### config.mk
export PLATFORM = sky130hd
export DESIGN_NAME = addsub_seq_flat
export DESIGN_NICKNAME = d
export VERILOG_FILES = /design/src/rtl/addsub_pkg.sv /design/src/rtl/addsub_if.sv /design/src/rtl/addsub_chunk.sv /design/src/rtl/addsub_seq.sv /design/src/flat_wrapper.sv
export SDC_FILE = /design/constraint.sdc
export NUM_CORES = 1
export LEC_CHECK = 0
export ABC_AREA = 1
export CAP_MARGIN = 20
export CORE_AREA = 2 2 92 94
export CTS_CLUSTER_DIAMETER = 60
export CTS_CLUSTER_SIZE = 28
export DETAILED_ROUTE_END_ITERATION = 8
export DIE_AREA = 0 0 94 96
export GPL_TIMING_DRIVEN = 0
export PLACE_DENSITY = 0.67
export SETUP_SLACK_MARGIN = 0.02
export SLEW_MARGIN = 20
export SYNTH_ARGS = -nofsm -noshare
export SYNTH_HDL_FRONTEND = slang
export SYNTH_SLANG_ARGS = --single-unit
### constraint.sdc
create_clock -name clk -period 3.6 [get_ports clk]
set_input_delay 0.72 -clock clk [delete_from_list [all_inputs] [get_ports clk]]
set_output_delay 0.72 -clock clk [all_outputs]
set_load 0.005 [all_outputs]
### src/rtl/addsub_pkg.sv
// rtl/addsub_pkg.sv - shared FSM encoding and chunk-count helpers for the add/sub engine
package addsub_pkg;

    typedef enum logic [1:0] {
        IDLE = 2'd0,
        RUN  = 2'd1,
        DONE = 2'd2
    } state_t;

    function automatic int nchunk(input int width, input int chunk);
        return width / chunk;
    endfunction

    // A single-chunk configuration still needs a one-bit counter.
    function automatic int cnt_width(input int n);
        return (n > 1) ? $clog2(n) : 1;
    endfunction

endpackage

### src/rtl/addsub_if.sv
// rtl/addsub_if.sv - operand/result handshake bundle for the add/sub engine
interface addsub_if #(
    parameter int WIDTH = 16
);
    logic             in_valid;
    logic             in_ready;
    logic [WIDTH-1:0] a;
    logic [WIDTH-1:0] b;
    logic             sub;
    logic             cin;
    logic             out_valid;
    logic             out_ready;
    logic [WIDTH-1:0] sum;
    logic             cout;
    logic             ovf;
    logic             zero;
    logic             neg;

    modport master (
        output in_valid, a, b, sub, cin, out_ready,
        input  in_ready, out_valid, sum, cout, ovf, zero, neg
    );

    modport slave (
        input  in_valid, a, b, sub, cin, out_ready,
        output in_ready, out_valid, sum, cout, ovf, zero, neg
    );
endinterface

### src/rtl/addsub_chunk.sv
// rtl/addsub_chunk.sv - combinational CHUNK-bit adder slice with carry in/out
module addsub_chunk #(
    parameter int CHUNK = 4
) (
    input  logic [CHUNK-1:0] x,
    input  logic [CHUNK-1:0] y,
    input  logic             ci,
    output logic [CHUNK-1:0] s,
    output logic             co
);

    assign {co, s} = {1'b0, x} + {1'b0, y} + {{CHUNK{1'b0}}, ci};

endmodule

### src/rtl/addsub_seq.sv
// rtl/addsub_seq.sv - multi-cycle add/sub engine, one CHUNK per cycle, LSB chunk first
module addsub_seq
    import addsub_pkg::*;
#(
    parameter int WIDTH = 16,
    parameter int CHUNK = 4
) (
    input  logic  clk,
    input  logic  rst_n,
    addsub_if.slave bus
);

    localparam int            NCHUNK = nchunk(WIDTH, CHUNK);
    localparam int            CW     = cnt_width(NCHUNK);
    localparam logic [CW-1:0] LAST   = CW'(NCHUNK - 1);

    state_t           state;
    state_t           state_nx;
    logic [CW-1:0]    cnt;
    logic [WIDTH-1:0] a_q;
    logic [WIDTH-1:0] b_q;
    logic [WIDTH-1:0] sum_q;
    logic [WIDTH-1:0] sum_nx;
    logic             carry;
    logic             cout_q;
    logic             ovf_q;
    logic             zero_q;
    logic             neg_q;
    logic [CHUNK-1:0] a_ch;
    logic [CHUNK-1:0] b_ch;
    logic [CHUNK-1:0] s_ch;
    logic             co_ch;
    logic             last;

    assign last = (cnt == LAST);

    always_comb begin
        a_ch = a_q[int'(cnt) * CHUNK +: CHUNK];
        b_ch = b_q[int'(cnt) * CHUNK +: CHUNK];
    end

    addsub_chunk #(.CHUNK(CHUNK)) u_chunk (
        .x  (a_ch),
        .y  (b_ch),
        .ci (carry),
        .s  (s_ch),
        .co (co_ch)
    );

    // Full sum as it will look after this chunk; flags on the last chunk read it.
    always_comb begin
        sum_nx = sum_q;
        sum_nx[int'(cnt) * CHUNK +: CHUNK] = s_ch;
    end

    always_ff @(posedge clk or negedge rst_n) begin
        if (!rst_n) begin
            state <= IDLE;
        end else begin
            state <= state_nx;
        end
    end

    always_comb begin
        state_nx = state;
        case (state)
            IDLE:    if (bus.in_valid) state_nx = RUN;
            RUN:     if (last)         state_nx = DONE;
            DONE:    if (bus.out_ready) state_nx = IDLE;
            default: state_nx = IDLE;
        endcase
    end

    always_comb begin
        bus.in_ready  = (state == IDLE);
        bus.out_valid = (state == DONE);
    end

    // Subtraction is A + ~B + ~borrow, so B and the carry are inverted at accept.
    always_ff @(posedge clk or negedge rst_n) begin
        if (!rst_n) begin
            cnt    <= '0;
            a_q    <= '0;
            b_q    <= '0;
            sum_q  <= '0;
            carry  <= 1'b0;
            cout_q <= 1'b0;
            ovf_q  <= 1'b0;
            zero_q <= 1'b0;
            neg_q  <= 1'b0;
        end else begin
            case (state)
                IDLE: begin
                    if (bus.in_valid) begin
                        a_q   <= bus.a;
                        b_q   <= bus.sub ? ~bus.b : bus.b;
                        carry <= bus.sub ? ~bus.cin : bus.cin;
                        cnt   <= '0;
                        sum_q <= '0;
                    end
                end
                RUN: begin
                    sum_q <= sum_nx;
                    carry <= co_ch;
                    cnt   <= cnt + 1'b1;
                    if (last) begin
                        cout_q <= co_ch;
                        ovf_q  <= (a_q[WIDTH-1] == b_q[WIDTH-1]) && (sum_nx[WIDTH-1] != a_q[WIDTH-1]);
                        zero_q <= ~|sum_nx;
                        neg_q  <= sum_nx[WIDTH-1];
                    end
                end
                default: ;
            endcase
        end
    end

    assign bus.sum  = sum_q;
    assign bus.cout = cout_q;
    assign bus.ovf  = ovf_q;
    assign bus.zero = zero_q;
    assign bus.neg  = neg_q;

endmodule
### src/flat_wrapper.sv
// flat-port wrapper written by rule: the top's interface ports become plain ports
module addsub_seq_flat import addsub_pkg::*;
#(
    parameter int WIDTH = 16,
    parameter int CHUNK = 4
)
  (clk, rst_n, bus_in_valid, bus_a, bus_b, bus_sub, bus_cin, bus_out_ready, bus_in_ready, bus_out_valid, bus_sum, bus_cout, bus_ovf, bus_zero, bus_neg);
  addsub_if #(.WIDTH(WIDTH)) bus_i ();
  input  logic clk;
  input  logic rst_n;
  input wire logic [$bits(bus_i.in_valid)-1:0] bus_in_valid;
  input wire logic [$bits(bus_i.a)-1:0] bus_a;
  input wire logic [$bits(bus_i.b)-1:0] bus_b;
  input wire logic [$bits(bus_i.sub)-1:0] bus_sub;
  input wire logic [$bits(bus_i.cin)-1:0] bus_cin;
  input wire logic [$bits(bus_i.out_ready)-1:0] bus_out_ready;
  output wire logic [$bits(bus_i.in_ready)-1:0] bus_in_ready;
  output wire logic [$bits(bus_i.out_valid)-1:0] bus_out_valid;
  output wire logic [$bits(bus_i.sum)-1:0] bus_sum;
  output wire logic [$bits(bus_i.cout)-1:0] bus_cout;
  output wire logic [$bits(bus_i.ovf)-1:0] bus_ovf;
  output wire logic [$bits(bus_i.zero)-1:0] bus_zero;
  output wire logic [$bits(bus_i.neg)-1:0] bus_neg;
  assign bus_i.in_valid = bus_in_valid;
  assign bus_i.a = bus_a;
  assign bus_i.b = bus_b;
  assign bus_i.sub = bus_sub;
  assign bus_i.cin = bus_cin;
  assign bus_i.out_ready = bus_out_ready;
  assign bus_in_ready = bus_i.in_ready;
  assign bus_out_valid = bus_i.out_valid;
  assign bus_sum = bus_i.sum;
  assign bus_cout = bus_i.cout;
  assign bus_ovf = bus_i.ovf;
  assign bus_zero = bus_i.zero;
  assign bus_neg = bus_i.neg;
  addsub_seq #(.WIDTH(WIDTH), .CHUNK(CHUNK)) u_core (.clk(clk), .rst_n(rst_n), .bus(bus_i));
endmodule
==> summary.md, run 1 <==
| Metric | Value |
|---|---|
| Final Instance Area | approximately 4000 µm² |
| # IOs | 60 |
| N_diodes | 0 |
| Biggest area consumer among synthesized cells | dfrtp_1 |
| Core Rows | 33 |
| Max-cap violations | 0 |
| RSZ-0062 raised after global routing | no |
| TritonRoute pass-1 iters | 4 |
| Tcrit/Tclk final | around 89% |
| Count of final setup violators | 0 |
| Final antenna-violating net count | 0 |
| Clk_lat worst skew | between 0.3 and 0.4 ns |
| Syn avg cell area | 7.868 µm² |
| Worst hold path type | input pin to async pin |
| Clock slew at reported path FFs | approximately 0.070 ns |
| Critical Path RT | 3.88 ns |
| Synth cell types | 33 |
| Port bufs | 58 |
| #FFs+latches synth | 57 |
| Worst-Margin Slew | 0.7068 ns |
| Synth top area cells | dfrtp_1, nand2_1, o21ai_0 |
| H-tree levels | 3 |
| Fin. max-slew vios | 0 |
| Layout cell share with drive strength beyond 1 | 7.692% |
| First-pass GRT wire length | around 12,000 µm |
| Detail Placement HPWL | 5503 µm |
| Final Hold Fails | 0 |
| Post-synthesis cell area | 3108 µm² |
| Mapped Nets | roughly 440 |
| Post-CTS sizing | 0 |
| Vias post-DR | roughly 2,700 |
| Initial Utilization | approximately two fifths |
| DR vias/cell | 4.798 |
| Iteration-0 DRC Markers | 91 |
| Ys Warns | 0 |
| Vias in the first global route | around 2,700 |
| Layout area overhead | 28.90% |
| Crit path max fanout | 12 |
| Die area | ~9000 µm² |
| Largest net degree at the start of global routing | 58 |
| Post-CTS Setup Bufs | 0 |
| Worst Setup Path Type | flop to flop |
| Power Density | 950.3 nW/µm² |
| Placed cell areas | 3817 µm² |
| Arr. time, crit path | 3.47 ns |
| Post-Syn Instances | roughly 400 |
| CP Capture Type | flop |
| Final Skew | roughly 0.011 ns |
| Core area | 8051 µm² |
| Status | completed |
| Die width | between 90 and 100 µm |
| GR Util All Layers | about 18% |
| Worst IR Drop VDD | 0.0003598 V |
| Max Clock Freq | roughly 310 MHz |
| Global route overflow | 0 |
| Yosys top cell area share | 45.89% |
| Setup TNS | 0 ns |
| Slew headroom | 52.88% |
| DR DRC count | 0 |
| Fin util | 49.76% |
| Most common cell after layout, fill and taps aside | nand2_1 |
| Cts bufs inserted | 9 |
| DIE HEIGHT | 96 µm |
| Most frequent cells in the layout | nand2_1, clkdlybuf4s50_1, dfrtp_1 |
| CTS tree | yes |
| Final WL | 7248 µm |
| Root buffer cell | clkbuf_8 |
| Leak | approximately 1.9 nW |
| Seq/Total Area, Yosys | a little under half |
| Gpl congestion | around 0.90 |
| Final net count | 512 |
| Tmin final | approximately 3.2 ns |
| Post-detailed-route wirelength per cell | 12.65 µm |
| Clock Path Buffers | 2 |
| # fillers | 789 |
| Clock Sinks | 57 |
| Hold-fix buffers at CTS | 0 |
| Initial antenna violation count | 0 |
| Final Power | 3.807 mW |
| Startpoint type of the worst setup path | flop |
per-stage QoR:
step | worst slack, ns | instances | hold slack [ns]
2_1_floorplan | 0.9060 | 395 | 0.4244
3_3_place_gp | 0.08995 | 558 | 0.4584
3_5_place_dp | 0.3474 | 558 | 0.4646
4_1_cts | 0.3227 | 574 | 0.4484
5_1_grt | 0.1569 | 573 | 0.4921
6_report | 0.4091 | 573 | 0.4102
worst max-delay path, cell delays in order (launching register included):
cell and delay (ns):
dfrtp_1 0.43, buf_4 0.19, inv_1 0.17, buf_2 0.29, nor2_1 0.06, o22ai_1 0.29
fa_1 0.28, inv_1 0.06, fa_1 0.50, nor2_1 0.08, a21oi_1 0.22, nand2_1 0.08
nor2_1 0.11, nand3_1 0.08, nor2_1 0.12, nand3_1 0.09, nand2_1 0.07
metal layers:
| metal | track usage, % | part of all wire (%) | up-vias |
|---|---|---|---|
| li1 | - | - | 1396 |
| met1 | 22.54 | 46 | 1255 |
| met2 | 28.10 | 47 | 82 |
| met3 | 3.602 | 4.7 | 16 |
| met4 | 8.937 | 2.2 | 0 |
| met5 | 0 | 0 | - |
where the power goes:
| part | total (mW) | switching (mW) | leakage (nW) | internal (mW) |
|---|---|---|---|---|
| Clock | 0.576 | 0.253 | 0.102 | 0.323 |
| Sequential | 1.13 | 0.199 | 0.733 | 0.930 |
| Combinational | 2.10 | 1.26 | 1.07 | 0.846 |
| Total | 3.81 | 1.71 | 1.91 | 2.10 |
flip-flops by register name, indices dropped and copies added, names as in the netlist:
register / cells
u_core.a_q: 16
u_core.b_q: 16
u_core.bus.sum: 16
u_core.cnt: 2
u_core.state: 2
u_core.bus.cout: 1
u_core.bus.neg: 1
u_core.bus.ovf: 1
u_core.bus.zero: 1
u_core.carry: 1
Yosys cell counts, drive strengths merged:
cell	instances
nand2	123
dfrtp	57
nor2	45
inv	41
o21ai	37
xnor2	17
o22ai	15
nand3	14
buf	9
ha	9
a21oi	7
clkbuf	6
a22o	2
a31oi	2
a32oi	2
fa	2
nand4	2
a21o	1
nand3b	1
o211ai	1
o21bai	1
o31ai	1
layout make-up:
cell class              count  area, µm²  share of cell area [%]
plain buffers              14      77.57                   1.936
clock buffers              14      182.7                   4.560
clock inverters             2      10.01                  0.2498
inverters                  41      156.4                   3.904
multi-input cells         282       1444                   36.04
flip-flops and latches     57       1426                   35.60
well taps                 105      131.4                   3.279
repair buffers             58      578.1                   14.43
kinds of logic (layout without fill, tap and decap cells):
| kind of cell | after synthesis | after routing | synth area share, % |
|---|---|---|---|
| AND/OR/NAND/NOR | 185 | 185 | 24.15 |
| AO/OA/AOI/OAI | 69 | 69 | 12.60 |
| flip-flops | 57 | 57 | 45.89 |
| buffers and inverters | 56 | 129 | 7.649 |
| XOR/XNOR | 17 | 17 | 4.791 |
| adder cells (fa/ha/maj) | 11 | 11 | 4.912 |
final timing paths:
path                       depth (start not counted)           start  slack, ns               to
max in group asynchronous                          1           rst_n       2.69  u_core.state[1]
min in group clk                                   2  u_core.a_q[11]       0.48   u_core.a_q[11]
setup reg to reg                                  16   u_core.cnt[0]       0.41  u_core.bus.zero
hold / removal                                     1           rst_n       0.41   u_core.bus.neg
setup / recovery                                  16   u_core.cnt[0]       0.41  u_core.bus.zero
hold reg to reg                                    2  u_core.a_q[11]       0.48   u_core.a_q[11]
(Power assumes the default switching activity.)
==> inputs of run 2 (changes only) <==
Settings changed: CORE_AREA 2 2 92 94 to 2 2 98 100, DIE_AREA 0 0 94 96 to 0 0 100 102, PLACE_DENSITY 0.67 to 0.6.
==> summary.md, run 2 (synthesized netlist as in run 1, its figures left out) <==
| Metric | Value |
|---|---|
| Worst IR Drop VDD | 0.0003344 V |
| GR Util All Layers | 16.00% |
| Worst Setup Path Type | flop to flop |
| Flop pwr share | 29.8% |
| Fin. max-slew vios | 0 |
| Layout cell share with drive strength beyond 1 | 7.709% |
| DIE HEIGHT | 102 µm |
| RR Startpoint | u_core.cnt[0] |
| Final Power | 3.783 mW |
| Gpl congestion | between 0.8 and 0.9 |
| Die width | ~100 µm |
| Met1 Use GR | 21.30% |
| Crit path max fanout | 12 |
| Clock Sinks | 57 |
| Post-detailed-route wirelength per cell | between 10 and 15 µm |
| Initial antenna violation count | 0 |
| Gr busiest metal | met2 |
| Clk pwr share | 13.9% |
| RSZ-0062 raised after global routing | no |
| Initial Utilization | 34.12% |
| # fillers | 956 |
| Port bufs | 58 |
| Vias in the first global route | 2,686 |
| Multi-input gate area | 1444 µm² |
| Sequential cell area | 1426 µm² |
| Worst hold path type | input pin to async pin |
| Largest net degree at the start of global routing | 58 |
| First-pass GRT wire length | approximately 13,000 µm |
| Switching portion of total power | 46.05% |
| Tcrit/Tclk final | between 80 and 90% |
| Setup TNS | 0 ns |
| Global route overflow | 0 |
| Die area | 10,200 µm² |
| Vias post-DR | 2,701 |
| Most common cell after layout, fill and taps aside | nand2_1 |
| Power Density | 947.8 nW/µm² |
| Slew headroom | 52.32% |
| Final WL | 7624 µm |
| Clk_lat worst skew | around 0.33 ns |
| DR vias/cell | 4.673 |
| Max-cap violations | 0 |
| N_diodes | 0 |
| Most frequent cells in the layout | nand2_1, clkdlybuf4s50_1, dfrtp_1 |
| Power share of the combinational group | between 50% and 60% |
| Detail Placement HPWL | 5760 µm |
| Startpoint type of the worst setup path | flop |
| Met3 Usage GRT | 2.736% |
| Root buffer cell | clkbuf_8 |
| Core area | 9109 µm² |
| Clock slew at reported path FFs | 0.07 ns |
| Critical Path RT | 3.83 ns |
| Final Instance Area | ~4000 µm² |
| DR DRC count | 0 |
| Final Hold Fails | 0 |
| CP Capture Type | flop |
| Status | completed |
| # IOs | 60 |
| Placed cell areas | roughly 3800 µm² |
| Final net count | between 500 and 600 |
| Final antenna-violating net count | 0 |
| Post-CTS sizing | 0 |
| Tmin final | 3.169 ns |
| Iteration-0 DRC Markers | 132 |
| Cts bufs inserted | 9 |
| Max Clock Freq | 315.6 MHz |
| Final Skew | ~0.013 ns |
| Count of final setup violators | 0 |
| Pint | 2.041 mW |
| H-tree levels | 3 |
| Met2 usage | 26.82% |
| TritonRoute pass-1 iters | 5 |
| Critical Path Source | u_core.cnt[0] |
| P_sw | 1.742 mW |
| Layout area overhead | 28.42% |
| Clock Path Buffers | 2 |
| Post-CTS Setup Bufs | 0 |
| Worst-Margin Slew | 0.7151 ns |
| CTS tree | yes |
| Leak | between 1.5 and 2 nW |
| Hold-fix buffers at CTS | 0 |
| Arr. time, crit path | 3.39 ns |
| Core Rows | 35 |
-- run 2: changes by cell type in the layout (fill, tap and decap cells not counted), sizes merged --
cell | previous run | this run
clkinvlp | 0 | 3
clkbuf | 19 | 15
-- run 2: path summary, 6_finish.rpt --
kind | slack [ns] | to | depth (start not counted)
max in group asynchronous | 2.67 | u_core.b_q[6] | 1
min reg2reg | 0.48 | u_core.a_q[7] | 2
min | 0.44 | u_core.bus.zero | 1
max reg2reg | 0.43 | u_core.bus.zero | 18
min in group clk | 0.48 | u_core.a_q[7] | 2
max | 0.43 | u_core.bus.zero | 18
-- run 2: per-stage QoR --
step	hold slack [ns]	setup WS [ns]	instances	util, %
floorplan	0.4244	0.9060	395	-
global placement	0.4613	0.05803	564	42.02
finish	0.4407	0.4310	578	43.82
CTS	0.4620	0.3623	579	43.86
global route	0.4946	0.1371	578	43.82
detailed placement	0.4700	0.3825	564	41.99
-- run 2: power groups by stage --
stage	Sequential (mW)	Clock, mW	Combinational (mW)
2_1_floorplan	1.09	0	1.45
3_3_place_gp	1.14	0	2.12
3_5_place_dp	1.14	0	2.14
4_1_cts	1.13	0.534	2.14
5_1_grt	1.17	0.566	2.43
6_report	1.13	0.526	2.13
-- run 2: worst max-delay path, cell delays in order, from the launching register on --
cell and delay [ns]:
dfrtp_1 0.44, buf_4 0.22, inv_1 0.13, buf_2 0.23
o21ai_0 0.17, o22ai_1 0.11, fa_1 0.44, inv_1 0.09
fa_1 0.44, nor2_1 0.22, nand3_1 0.13, nand2_1 0.07
inv_1 0.04, nand2_1 0.05, nor2_1 0.04, nand3_1 0.07
nor2_1 0.05, nand3_1 0.07, nand2_1 0.05
-- run 2: cell type report --
type / instances / area share [%]
repair buffers: 58 / 14.48
well taps: 111 / 3.480
multi-input cells: 282 / 36.18
clock buffers: 10 / 3.448
flip-flops and latches: 57 / 35.74
plain buffers: 14 / 1.944
clock inverters: 5 / 0.8150
inverters: 41 / 3.918
-- run 2: metal layers --
layer	wire length, µm	up-vias
met5	0	-
met4	48	0
met3	378	4
met2	3653	69
met1	3544	1231
li1	-	1397
==> edit 1: new RTL, settings of run 1 <==
`WIDTH` is set to 16 in 3 places; all go to 18.
--- a/src/rtl/addsub_if.sv
+++ b/src/rtl/addsub_if.sv
@@ -1,6 +1,6 @@
 // rtl/addsub_if.sv - operand/result handshake bundle for the add/sub engine
 interface addsub_if #(
-    parameter int WIDTH = 16
+    parameter int WIDTH = 18
 );
     logic             in_valid;
     logic             in_ready;
--- a/src/rtl/addsub_seq.sv
+++ b/src/rtl/addsub_seq.sv
@@ -2,7 +2,7 @@
 module addsub_seq
     import addsub_pkg::*;
 #(
-    parameter int WIDTH = 16,
+    parameter int WIDTH = 18,
     parameter int CHUNK = 4
 ) (
     input  logic  clk,
--- a/src/flat_wrapper.sv
+++ b/src/flat_wrapper.sv
@@ -1,7 +1,7 @@
 // flat-port wrapper written by rule: the top's interface ports become plain ports
 module addsub_seq_flat import addsub_pkg::*;
 #(
-    parameter int WIDTH = 16,
+    parameter int WIDTH = 18,
     parameter int CHUNK = 4
 )
   (clk, rst_n, bus_in_valid, bus_a, bus_b, bus_sub, bus_cin, bus_out_ready, bus_in_ready, bus_out_valid, bus_sum, bus_cout, bus_ovf, bus_zero, bus_neg);
Interface: changed (resized bus_a, bus_b and bus_sum); port bits go from 60 to 66. No check against the original RTL was run, so the function may have changed too.
==> edit 1 against run 1 <==
Worst setup slack worse by 0.066 ns; total power up 9.6%; design area up 7.3%; worst hold slack worse by 0.12 ns; wire length up 12%; synthesized cell count up 4.6%; via count up 6.8%; final cell count up 4.0%; first-iteration DRC count up 49%; critical path depth up 2; area after synthesis up 6.4%; sequential cell count up 4; critical path type unchanged.
==> edit 1: results (changes against run 1) <==
ir_drop_mv: 0.362  # +0.66%
synth_fa_ha_area_frac: 0.0499  # +0.000829
worst_pin_slew_ns: 0.511  # -0.195 ns
yosysSeqAreaShare: 0.462  # +0.00266
met1Wirelength_mm: 3.64  # +8.9%
placed_area_mm2: 0.00408  # +6.8%
grt_pass1_wl_mm: 13.5  # +11%
grt.met2_usage: 0.314  # +0.0333
final.clkbuf_count: 12  # -2
port_buffers: 62  # +6.9%
dr_wl_met2_mm: 3.90  # +14%
grt_usage: 0.196  # +0.0205
clk_share: 0.0524  # +0.00431
drt-total-wl_mm: 8.12  # +12%
grt_max_degree: 34  # -41%
buf_share: 0.166  # +0.00229
multi_input_gates: 298  # +5.7%
skew_ns: 0.00939  # -0.00183 ns
synth_compound_area_frac: 0.127  # +0.000743
dp.cells: 581  # +4.1%
grt_pass1_vias: 2903  # +9.5%
yosys-top-cells-area: "dfrtp_1 46%, nand2_1 15%, o21ai_0 5.6%"
dp_worst_setup_slack_ns: 0.224  # -0.124 ns
critPathArrivalTime_ns: 3.54  # +0.07 ns
multi_input_area_share: 0.361  # +0.000883
synth-xor-area-share: 0.0477  # -0.000234
p_leak_nw: 2.08  # +9.0%
clock_sinks: 61  # +7.0%
outcome: "completed"
dp_hpwl_mm: 6.04  # +9.8%
synth_area_mm2: 0.00331  # +6.4%
wl_per_cell_um: 13.6  # +7.7%
final_nets: 540  # +5.5%
edit 1: changes by cell type after synthesis, moves of 2 or more:
| cell | delta |
|---|---|
| nand2_1 | +10 |
| a22o_1 | +8 |
| dfrtp_1 | +4 |
| nand3_1 | +4 |
| inv_1 | -3 |
| a21oi_1 | -2 |
| a31oi_1 | -2 |
| nor2_1 | +2 |
| nor2_2 | -2 |
| o22ai_1 | -2 |
edit 1: final timing paths:
path / from / endpoint / slack (ns) / cells past startpoint
worst max register to register: u_core.cnt[0] / u_core.bus.zero / 0.34 / 18
min in group clk: u_core.a_q[6] / u_core.a_q[6] / 0.48 / 2
worst max-delay path: u_core.cnt[0] / u_core.bus.zero / 0.34 / 18
worst min register to register: u_core.a_q[6] / u_core.a_q[6] / 0.48 / 2
worst min-delay path: rst_n / u_core.bus.sum[11] / 0.29 / 1
max in group asynchronous: rst_n / u_core.a_q[6] / 2.82 / 2
edit 1: power by group:
part	switching (mW)	internal, mW
Sequential	0.218	0.996
Combinational	1.37	0.896
Clock	0.269	0.425
==> edit 2: new RTL, flow settings as in run 1 <==
Made on the original files. The 3 states of `state_t` get a one-hot encoding in 3 bits.
--- a/src/rtl/addsub_pkg.sv
+++ b/src/rtl/addsub_pkg.sv
@@ -1,10 +1,10 @@
 // rtl/addsub_pkg.sv - shared FSM encoding and chunk-count helpers for the add/sub engine
 package addsub_pkg;
 
-    typedef enum logic [1:0] {
-        IDLE = 2'd0,
-        RUN  = 2'd1,
-        DONE = 2'd2
+    typedef enum logic [2:0] {
+        IDLE = 3'b001,
+        RUN  = 3'b010,
+        DONE = 3'b100
     } state_t;
 
     function automatic int nchunk(input int width, input int chunk);
Behaviour: no difference found for any inputs over 10 cycles, from zero or initial values and one cycle with rst_n low; not proved beyond that.
==> edit 2 against run 1 <==
Total power fell by 19%; largest cell class unchanged; wire length increased by 8.5%; combinational power fell by 27%; worst setup slack lost 0.042 ns; area after synthesis grew 1.4%; largest power group unchanged; sequential cell count rose by 1; fmax shrank 1.3%; design area rose by 1.1%.
==> edit 2: results (changes against run 1) <==
synth_compound_area_frac: 0.129  # +0.00301
setup_tns_ns: 0  # unchanged
cts-hold-fix-buffers: 0  # unchanged
worst_pin_slew_ns: 0.526  # -0.181 ns
slowest_stage: "dfrtp_1"
num_vias: 2872  # +4.5%
dr_wl_met2_mm: 3.87  # +14%
cts_root_buffer: "clkbuf_8"
cts_buffers: 9  # unchanged
path_max_fanout: 12  # unchanged
dp_worst_setup_slack_ns: 0.413  # +0.0655 ns
skew_ns: 0.00813  # -0.00309 ns
multi_input_area_mm2: 0.00147  # +2.0%
gp_congestion: 0.849  # -5.5%
outcome: "completed"
grt_pass1_wl_mm: 13.0  # +6.6%
path_delay_family: "simple AND/OR/NAND/NOR gates"
grt_antenna_before_repair: 0  # unchanged
max_stage_delay_ns: 0.53  # +0.03 ns
synth-xor-area-share: 0.0472  # -0.000666
synthArstFlopShare: 1.00  # unchanged
grt_usage: 0.188  # +0.0132
clock_latency_ns: 0.34
yosysSeqAreaShare: 0.461  # +0.00196
drt_pass1_iterations: 5  # +1
synth_cell_type_count: 33  # unchanged
postCtsSetupRepairBufs: 0  # unchanged
wl_per_cell_um: 13.7  # +8.7%
cts.htree.levels: 3  # unchanged
grt_max_degree: 40  # -31%
dp.cells: 557  # -0.18%
antennaDiodeCount: 0  # unchanged
met1Wirelength_mm: 3.51  # +5.1%
min-delay-path-class: "input pin to async pin"
dp_hpwl_mm: 5.94  # +7.9%
yosys_warnings: 0  # unchanged
grt_remaining_overflow: 0  # unchanged
yosys-top-cells-area: "dfrtp_1 45%, nand2_1 15%, nor2_1 5.0%"
drive_gt1_frac: 0.0878  # +0.0109
final_cells: 572  # -0.17%
synthFlopType: "dfrtp_1"
n_fill_cell: 784  # -0.63%
grt.met2_usage: 0.317  # +0.0363
clkTransAtPathRegs_ns: 0.07  # about the same
ir_drop_mv: 0.383  # +6.5%
netlist_instances: 393  # -0.51%
final_nets: 512  # unchanged
drt_iter0_markers: 166  # +82%
clockBufferDepth: 2  # unchanged
p_leak_nw: 1.95  # +2.1%
use_met1: 0.237  # +0.0112
synth_fa_ha_area_frac: 0.0484  # -0.000682
synth_commonest_cells: "124 x nand2_1, 57 x dfrtp_1, 42 x nor2_1"
grt_pass1_vias: 2713  # +2.4%
met3_usage: 0.0431  # +0.00705
synth_fp_nets: 442  # -0.45%
synthMuxAreaShare: 0  # unchanged
placed_area_mm2: 0.00388  # +1.7%
==> edit 2: area by class of cell <==
cell class                 count  share of cell area
inverter                      36              0.0340
multi-input combinational    283               0.363
buffer                        16              0.0219
clock inverter                 3             0.00371
timing repair buffer          59               0.148
sequential                    58               0.359
tap                          105              0.0324
clock buffer                  12              0.0383
==> edit 2: final timing paths <==
kind	start	end	slack (ns)	depth (start not counted)
worst min register to register	u_core.a_q[1]	u_core.a_q[1]	0.48	2
min in group clk	u_core.a_q[1]	u_core.a_q[1]	0.48	2
worst max register to register	u_core.cnt[1]	u_core.bus.zero	0.37	17
worst max-delay path	u_core.cnt[1]	u_core.bus.zero	0.37	17
max in group asynchronous	rst_n	u_core.state[0]	2.82	2
worst min-delay path	rst_n	u_core.bus.sum[8]	0.24	1
==> edit 2: where the power goes <==
part / internal [mW] / switching [mW] / leakage, nW
clock network: 0.280 / 0.258 / 0.0920
logic: 0.592 / 0.940 / 1.10
registers: 0.884 / 0.149 / 0.751
